## src/rtl/mem_ctrl.sv

```systemverilog
`default_nettype none
// ============================================================================
// Module      : mem_ctrl
// Description : Single-port synchronous memory controller with a request /
//               response handshake and a configurable read latency.
//               Define MEM_CTRL_INIT_EN to zero-fill the array after reset.
// Revision    : 1.0 - initial release
// ============================================================================
module mem_ctrl #(
    parameter int DW     = 64,
    parameter int AW     = 5,
    parameter int RD_LAT = 1
) (
    input  logic          clk,
    input  logic          reset,
    input  logic          req_valid,
    output logic          req_ready,
    input  logic          req_we,
    input  logic [AW-1:0] req_addr,
    input  logic [DW-1:0] req_wdata,
    output logic          rsp_valid,
    input  logic          rsp_ready,
    output logic [DW-1:0] rsp_rdata,
    output logic          mem_mode,
    output logic [AW-1:0] mem_addr,
    output logic [DW-1:0] mem_wdata,
    input  logic [DW-1:0] mem_rdata
);

    typedef enum logic [2:0] {
        ST_IDLE  = 3'd0,
        ST_WRITE = 3'd1,
        ST_READ  = 3'd2,
        ST_WAIT  = 3'd3,
        ST_RESP  = 3'd4
`ifdef MEM_CTRL_INIT_EN
        , ST_INIT = 3'd5
`endif
    } state_t;

`ifdef MEM_CTRL_INIT_EN
    localparam state_t        c_reset_state = ST_INIT;
    localparam logic [AW-1:0] c_addr_max    = '1;
`else
    localparam state_t        c_reset_state = ST_IDLE;
`endif
    // WAIT covers the remaining memory pipeline stages plus the sampling cycle
    localparam logic [1:0]    c_wait_load   = 2'(RD_LAT - 1);

    state_t        r_state;
    logic [1:0]    r_wait_cnt;
`ifdef MEM_CTRL_INIT_EN
    logic [AW-1:0] r_init_addr;
`endif

    always_ff @(posedge clk) begin
        if (!reset) begin
            r_state     <= c_reset_state;
            r_wait_cnt  <= '0;
            req_ready   <= 1'b0;
            rsp_valid   <= 1'b0;
            rsp_rdata   <= '0;
            mem_mode    <= 1'b1;
            mem_addr    <= '0;
            mem_wdata   <= '0;
`ifdef MEM_CTRL_INIT_EN
            r_init_addr <= '0;
`endif
        end else begin
            case (r_state)
`ifdef MEM_CTRL_INIT_EN
                ST_INIT: begin
                    mem_mode    <= 1'b0;
                    mem_addr    <= r_init_addr;
                    mem_wdata   <= '0;
                    r_init_addr <= r_init_addr + AW'(1);
                    if (r_init_addr == c_addr_max) begin
                        r_state <= ST_IDLE;
                    end
                end
`endif
                ST_IDLE: begin
                    mem_mode <= 1'b1;
                    if (req_valid && req_ready) begin
                        req_ready <= 1'b0;
                        mem_addr  <= req_addr;
                        if (req_we) begin
                            mem_mode  <= 1'b0;
                            mem_wdata <= req_wdata;
                            r_state   <= ST_WRITE;
                        end else begin
                            r_state   <= ST_READ;
                        end
                    end else begin
                        req_ready <= 1'b1;
                    end
                end
                ST_WRITE: begin
                    mem_mode  <= 1'b1;
                    req_ready <= 1'b1;
                    r_state   <= ST_IDLE;
                end
                ST_READ: begin
                    r_wait_cnt <= c_wait_load;
                    r_state    <= ST_WAIT;
                end
                ST_WAIT: begin
                    if (r_wait_cnt == 2'd0) begin
                        rsp_rdata <= mem_rdata;
                        rsp_valid <= 1'b1;
                        r_state   <= ST_RESP;
                    end else begin
                        r_wait_cnt <= r_wait_cnt - 2'd1;
                    end
                end
                ST_RESP: begin
                    if (rsp_ready) begin
                        rsp_valid <= 1'b0;
                        req_ready <= 1'b1;
                        r_state   <= ST_IDLE;
                    end
                end
                default: begin
                    r_state   <= c_reset_state;
                    req_ready <= 1'b0;
                    rsp_valid <= 1'b0;
                    mem_mode  <= 1'b1;
                end
            endcase
        end
    end

endmodule
`default_nettype wire

```

## config.mk

```make
export PLATFORM = sky130hd
export DESIGN_NAME = mem_ctrl
export DESIGN_NICKNAME = d
export VERILOG_FILES = /design/src/rtl/mem_ctrl.sv
export SDC_FILE = /design/constraint.sdc
export NUM_CORES = 1
export LEC_CHECK = 0
export CAP_MARGIN = 20
export CORE_ASPECT_RATIO = 0.7
export CORE_UTILIZATION = 25
export CTS_CLUSTER_DIAMETER = 150
export DETAILED_ROUTE_END_ITERATION = 7
export SLEW_MARGIN = 0
export SYNTH_ARGS = -nofsm -noshare
export SYNTH_HDL_FRONTEND = slang
export SYNTH_SLANG_ARGS = --single-unit
export TNS_END_PERCENT = 1
```

## constraint.sdc

```tcl
create_clock -name clk -period 1.6 [get_ports clk]
set_input_delay 0.24 -clock clk [delete_from_list [all_inputs] [get_ports clk]]
set_output_delay 0.24 -clock clk [all_outputs]
set_load 0.02 [all_outputs]
```

# [Yosys cells after proc, flatten, opt, wreduce, memory -nomap -nowiden]
# Index checks and enable logic that the tools add are counted.
[classes] add_sub_neg=1 eq_ne=8 mux=16 n_bitwise=2 reduce_logical=14
[op_table] operator="3-bit case mux with 4 select lines" n=1
[op_table] operator="3-bit 2-to-1 mux" n=3
[op_table] operator="3-bit AND reduction" n=3
[op_table] operator="2-bit != test, second input constant" n=4
[op_table] operator="2-bit AND reduction" n=4
[op_table] operator="3-bit by 2-bit == test with 1-bit output, second input constant" n=2
[op_table] operator="1-bit 2-to-1 mux" n=6
[op_table] operator="3-bit OR reduction" n=2
[op_table] operator="2-bit 2-to-1 mux" n=2
[op_table] operator="1-bit case mux with 4 select lines" n=1
[op_table] operator="2-bit case mux with 2 select lines" n=1
[op_table] operator="3-bit by 1-bit == test with 1-bit output, second input constant" n=1
[op_table] operator="3-bit == test, second input constant" n=1
[op_table] operator="3-bit logical NOT" n=1
[op_table] operator="1-bit case mux with 3 select lines" n=1
[op_table] operator="2-bit logical NOT" n=1
[op_table] operator="1-bit inverter" n=2
[op_table] operator="1-bit case mux with 2 select lines" n=1
[op_table] operator="2-bit nonzero test" n=1
[op_table] operator="2-bit OR reduction" n=1
[op_table] operator="2-bit by 1-bit subtractor with 2-bit output, second input constant" n=1
[op_table] operator="1-bit logical AND" n=1
[totals] reg_bits=141 in_bits=138 output_inout_bits=136 elab_cells=49

# [Longest topological paths before layout]
[depth] ltp_word=4 mapped_depth=7 mapped_depth_nobuf=5

# [Worst setup path after synthesis]
# No wires, ideal clock.
[synth_path] path_type="register to register" startpoint="register req_ready" endpoint="register mem_wdata[14]" setup_ns=0.072 arrival_ns=1.404 t_required_ns=1.528 path_slack_ns=0.124 path_stages_with_launch=6 n_path_buf=2 synth_period_minus_slack_ns=1.476 path_cell_list="dfxtp_1 -> nand3_1 -> nor4_2 -> buf_2 -> buf_4 -> mux2i_1"
[synth_via] elab_chain_len=2
[synth_lines] item="from (decl)" line_no="17" text="output logic req_ready,"
[synth_lines] item="from (signal assigned)" line_no="60" text="req_ready <= 1'b0;"
[synth_lines] item="from (signal assigned)" line_no="85" text="req_ready <= 1'b0;"
[synth_lines] item="from (signal assigned)" line_no="95" text="req_ready <= 1'b1;"
[synth_lines] item="1-bit logical AND" line_no="84" text="if (req_valid && req_ready) begin"
[synth_lines] item="3-bit AND reduction (no source line)"
[synth_lines] item="to (signal assigned)" line_no="89" text="mem_wdata <= req_wdata;"
[synth_lines] item="to (decl)" line_no="26" text="output logic [DW-1:0] mem_wdata,"
# Every way passes these cells.
# A chain may end at the register's enable or synchronous reset.

# [Worst setup path after layout]
[layout_path] startpoint="register r_state[1]" endpoint="register req_ready"
[layout_via] elab_chain_len=4 elab_cells_between_ends=10 cone_classes="eq/ne: 5; mux: 1; bitwise: 1; reduce/logical: 3"
[layout_lines] item="from (decl)" line_no="50" text="state_t r_state;"
[layout_lines] item="from (signal assigned)" line_no="58" text="r_state <= c_reset_state;"
[layout_lines] item="from (signal assigned)" line_no="124" text="r_state <= c_reset_state;"
[layout_lines] item="branches (longest 4 deep; another with 1-bit case mux with 4 select lines)"
# Several ways; the timed one is not identified.

==> summary.txt <==
Outcome: complete, but fails checks
Failing checks: DRC
Sink Count: 141
Crit end category: register
CP Depth: 4
Sequential cell area: 2820 sq um
Worst path max stage delay: 0.54 ns
DRC violations left: 36
Commonest non-fill, non-tap cells in the layout: 268 x nand2_1, 141 x dfxtp_1, 136 x clkdlybuf4s50_1
Required @ worst endpoint: 1.90 ns
Slew HR: 0.772
First-pass GRT wire length: 25.5 mm
Crit path DAT: 1.76 ns
Synthesized area per cell: 8.81 sq um
Gr usage total: 0.142
Leading cell type in the layout, fill and taps excluded: nand2_1
Worst R2R Path Depth: 4
Final worst slack: 0.142 ns
Mapped Area: 5500 sq um
Max frequency: 0.686 GHz
DR iter-0 viols: 241
Worst Skew: 0.0116 ns
TritonCTS clock tree: built
Crit-path cells: buf_4, or4b_1, a21oi_1, nor3_1
Hold_ws: 0.208 ns
PwrDens: 921 nW/um^2
RePlAce Congestion: 0.737
Post-DP HPWL: 11.6 mm
Synthesized Nets: 763
Port Buf Inserts: 273
Synth warn: 0
Overall die area: 22600 sq um
Clock Path Buffers: 2
Starting Density: 0.260
1st-pass router iterations: 6
Synth-to-layout area growth: 65.9%
Multi-input gate area: 2440 sq um
Hold Path Class: in -> reg
#FFs+latches synth: 141
Maximum VDD drop: 0.000647 V
CP Class: reg -> reg
Share of cells above drive strength 1: 0.0675
Core box area: 21100 sq um
Fillcell total: 2136
TritonCTS buffer count: 17
Detailed-route via count: 4998
Hold Violations, Final: 0
Final ANT Viol Nets: 0
Max cap viols: 0
Std cell rows: 44
Final Net Count: 1032
Routed wire per std cell: 13.7 um
Worst Setup Start Kind: register
IO Count: 274
Hold path cells: 3
DIE WIDTH: 179 um
Final min period: 1.46 ns
Worst skew pair latency: 0.41 ns
Family with the most delay on the worst path: simple AND/OR/NAND/NOR gates
Seq/Total Area, Yosys: 0.513
Final Cycle Share: 0.912
Routed vias/inst: 4.24
Drt total wl: 16.2 mm
Pins Over Slew Limit: 0
Die Ht: 126 um
Syn Inst Count: 624
Antenna cell count: 0
Buf/Inv on CP: 1
Vias in the first global route: 4925
Overflow after GRT: 0
Slew @ Worst Pin: 0.341 ns
Postcts setup bufs: 0
H-tree depth: 4
Root Buffer: clkbuf_16
Highest-delay cell along the critical path: or4b_1
Leak: 4.09 nW
Initial antenna violation count: 0
Critical Path Fanout Max: 7
Pre-CTS setup slack: -0.159 ns
Distinct cell type count after synthesis: 28
Clock-pin transition on the worst setup and hold timing paths: 0.06 ns
Setup violators final: 0
Largest net degree at the start of global routing: 55
repair_timing:
| item | 4_1_cts | 5_1_grt |
|---|---|---|
| endpoints found under the setup margin | 121 | 19 |
| resized for setup | 121 | 17 |
| gates cloned | 0 | 0 |
| hold buffers | 0 | 0 |
Yosys cell counts (all sizes together):
cell,instances,area (sq um)
inv,3,11.3
nor4,2,33.8
and4b,1,10.0
mux2i,69,691
nor2,1,3.75
nor3,2,10.0
o21ai,5,25.0
buf,23,146
nand3,1,5.00
clkbuf,24,90.1
ha,1,12.5
a211oi,1,7.51
and3,1,6.26
nand2,268,1010
a21oi,3,15.0
a21boi,68,510
o221a,1,11.3
nand4b,1,8.76
dfxtp,141,2820
nand2b,3,26.3
or3b,1,8.76
or4b,3,30.0
and2,1,6.26
worst register-to-register path: cells and delay by family (launching register included):
kind | cells | cell delay (ns)
AOI/OAI and AO/OA | 1 | 0.16
buffers and inverters | 1 | 0.20
DFF | 1 | 0.40
and+or+nand+nor | 2 | 0.59
layout make-up:
| cell class | count | share of cell area |
|---|---|---|
| clock buffer | 19 | 0.0486 |
| timing repair buffer | 297 | 0.322 |
| tap | 276 | 0.0379 |
| multi-input combinational | 433 | 0.268 |
| inverter | 3 | 0.00123 |
| sequential | 141 | 0.310 |
| clock inverter | 11 | 0.0132 |
flip-flops by register name, summed over array words and instances (netlist names):
signal / flops
mem_wdata: 64
mem_addr: 5
r_state: 3
req_ready: 1
rsp_valid: 1
rsp_rdata: 64
r_wait_cnt: 2
mem_mode: 1
metrics by stage:
step | utilization | cell area (sq um) | setup TNS, ns | std cells | power (W)
floorplan | - | 5500 | 0 | 624 | 0.00408
global placement | 0.410 | 8670 | -6.46 | 1150 | 0.00469
detailed placement | 0.410 | 8670 | -7.00 | 1150 | 0.00469
CTS | 0.430 | 9080 | 0 | 1180 | 0.00853
global route | 0.431 | 9120 | -0.0230 | 1180 | 0.00875
finish | 0.431 | 9120 | 0 | 1180 | 0.00840
metal layers:
metal	global-route usage	routed length (um)	vias to the layer above
li1	-	-	2557
met1	0.186	7610	2270
met2	0.213	6900	160
met3	0.0586	1550	11
met4	0.0371	142	0
met5	0	0	-
power breakdown:
group / total (W) / switching [W] / internal, W
clock: 0.00384 / 0.00152 / 0.00232
sequential: 0.00363 / 0.0000448 / 0.00359
combinational: 0.000923 / 0.000385 / 0.000538
worst paths after layout:
check                startpoint             to  slack [ns]
setup / recovery     r_state[1]      req_ready        0.14
hold / removal            reset   mem_wdata[3]        0.21
hold reg to reg   rsp_rdata[50]  rsp_rdata[50]        0.45
setup reg to reg     r_state[1]      req_ready        0.14
cell families after synthesis:
logic type      count (synthesis)  share of synthesized area
compound gates                 78                      0.104
fa+ha+maj                       1                    0.00228
buf+inv                        50                     0.0451
flops                         141                      0.513
mux                            69                      0.126
simple gates                  285                      0.210
No activity file was read; power rests on OpenSTA's default activity.
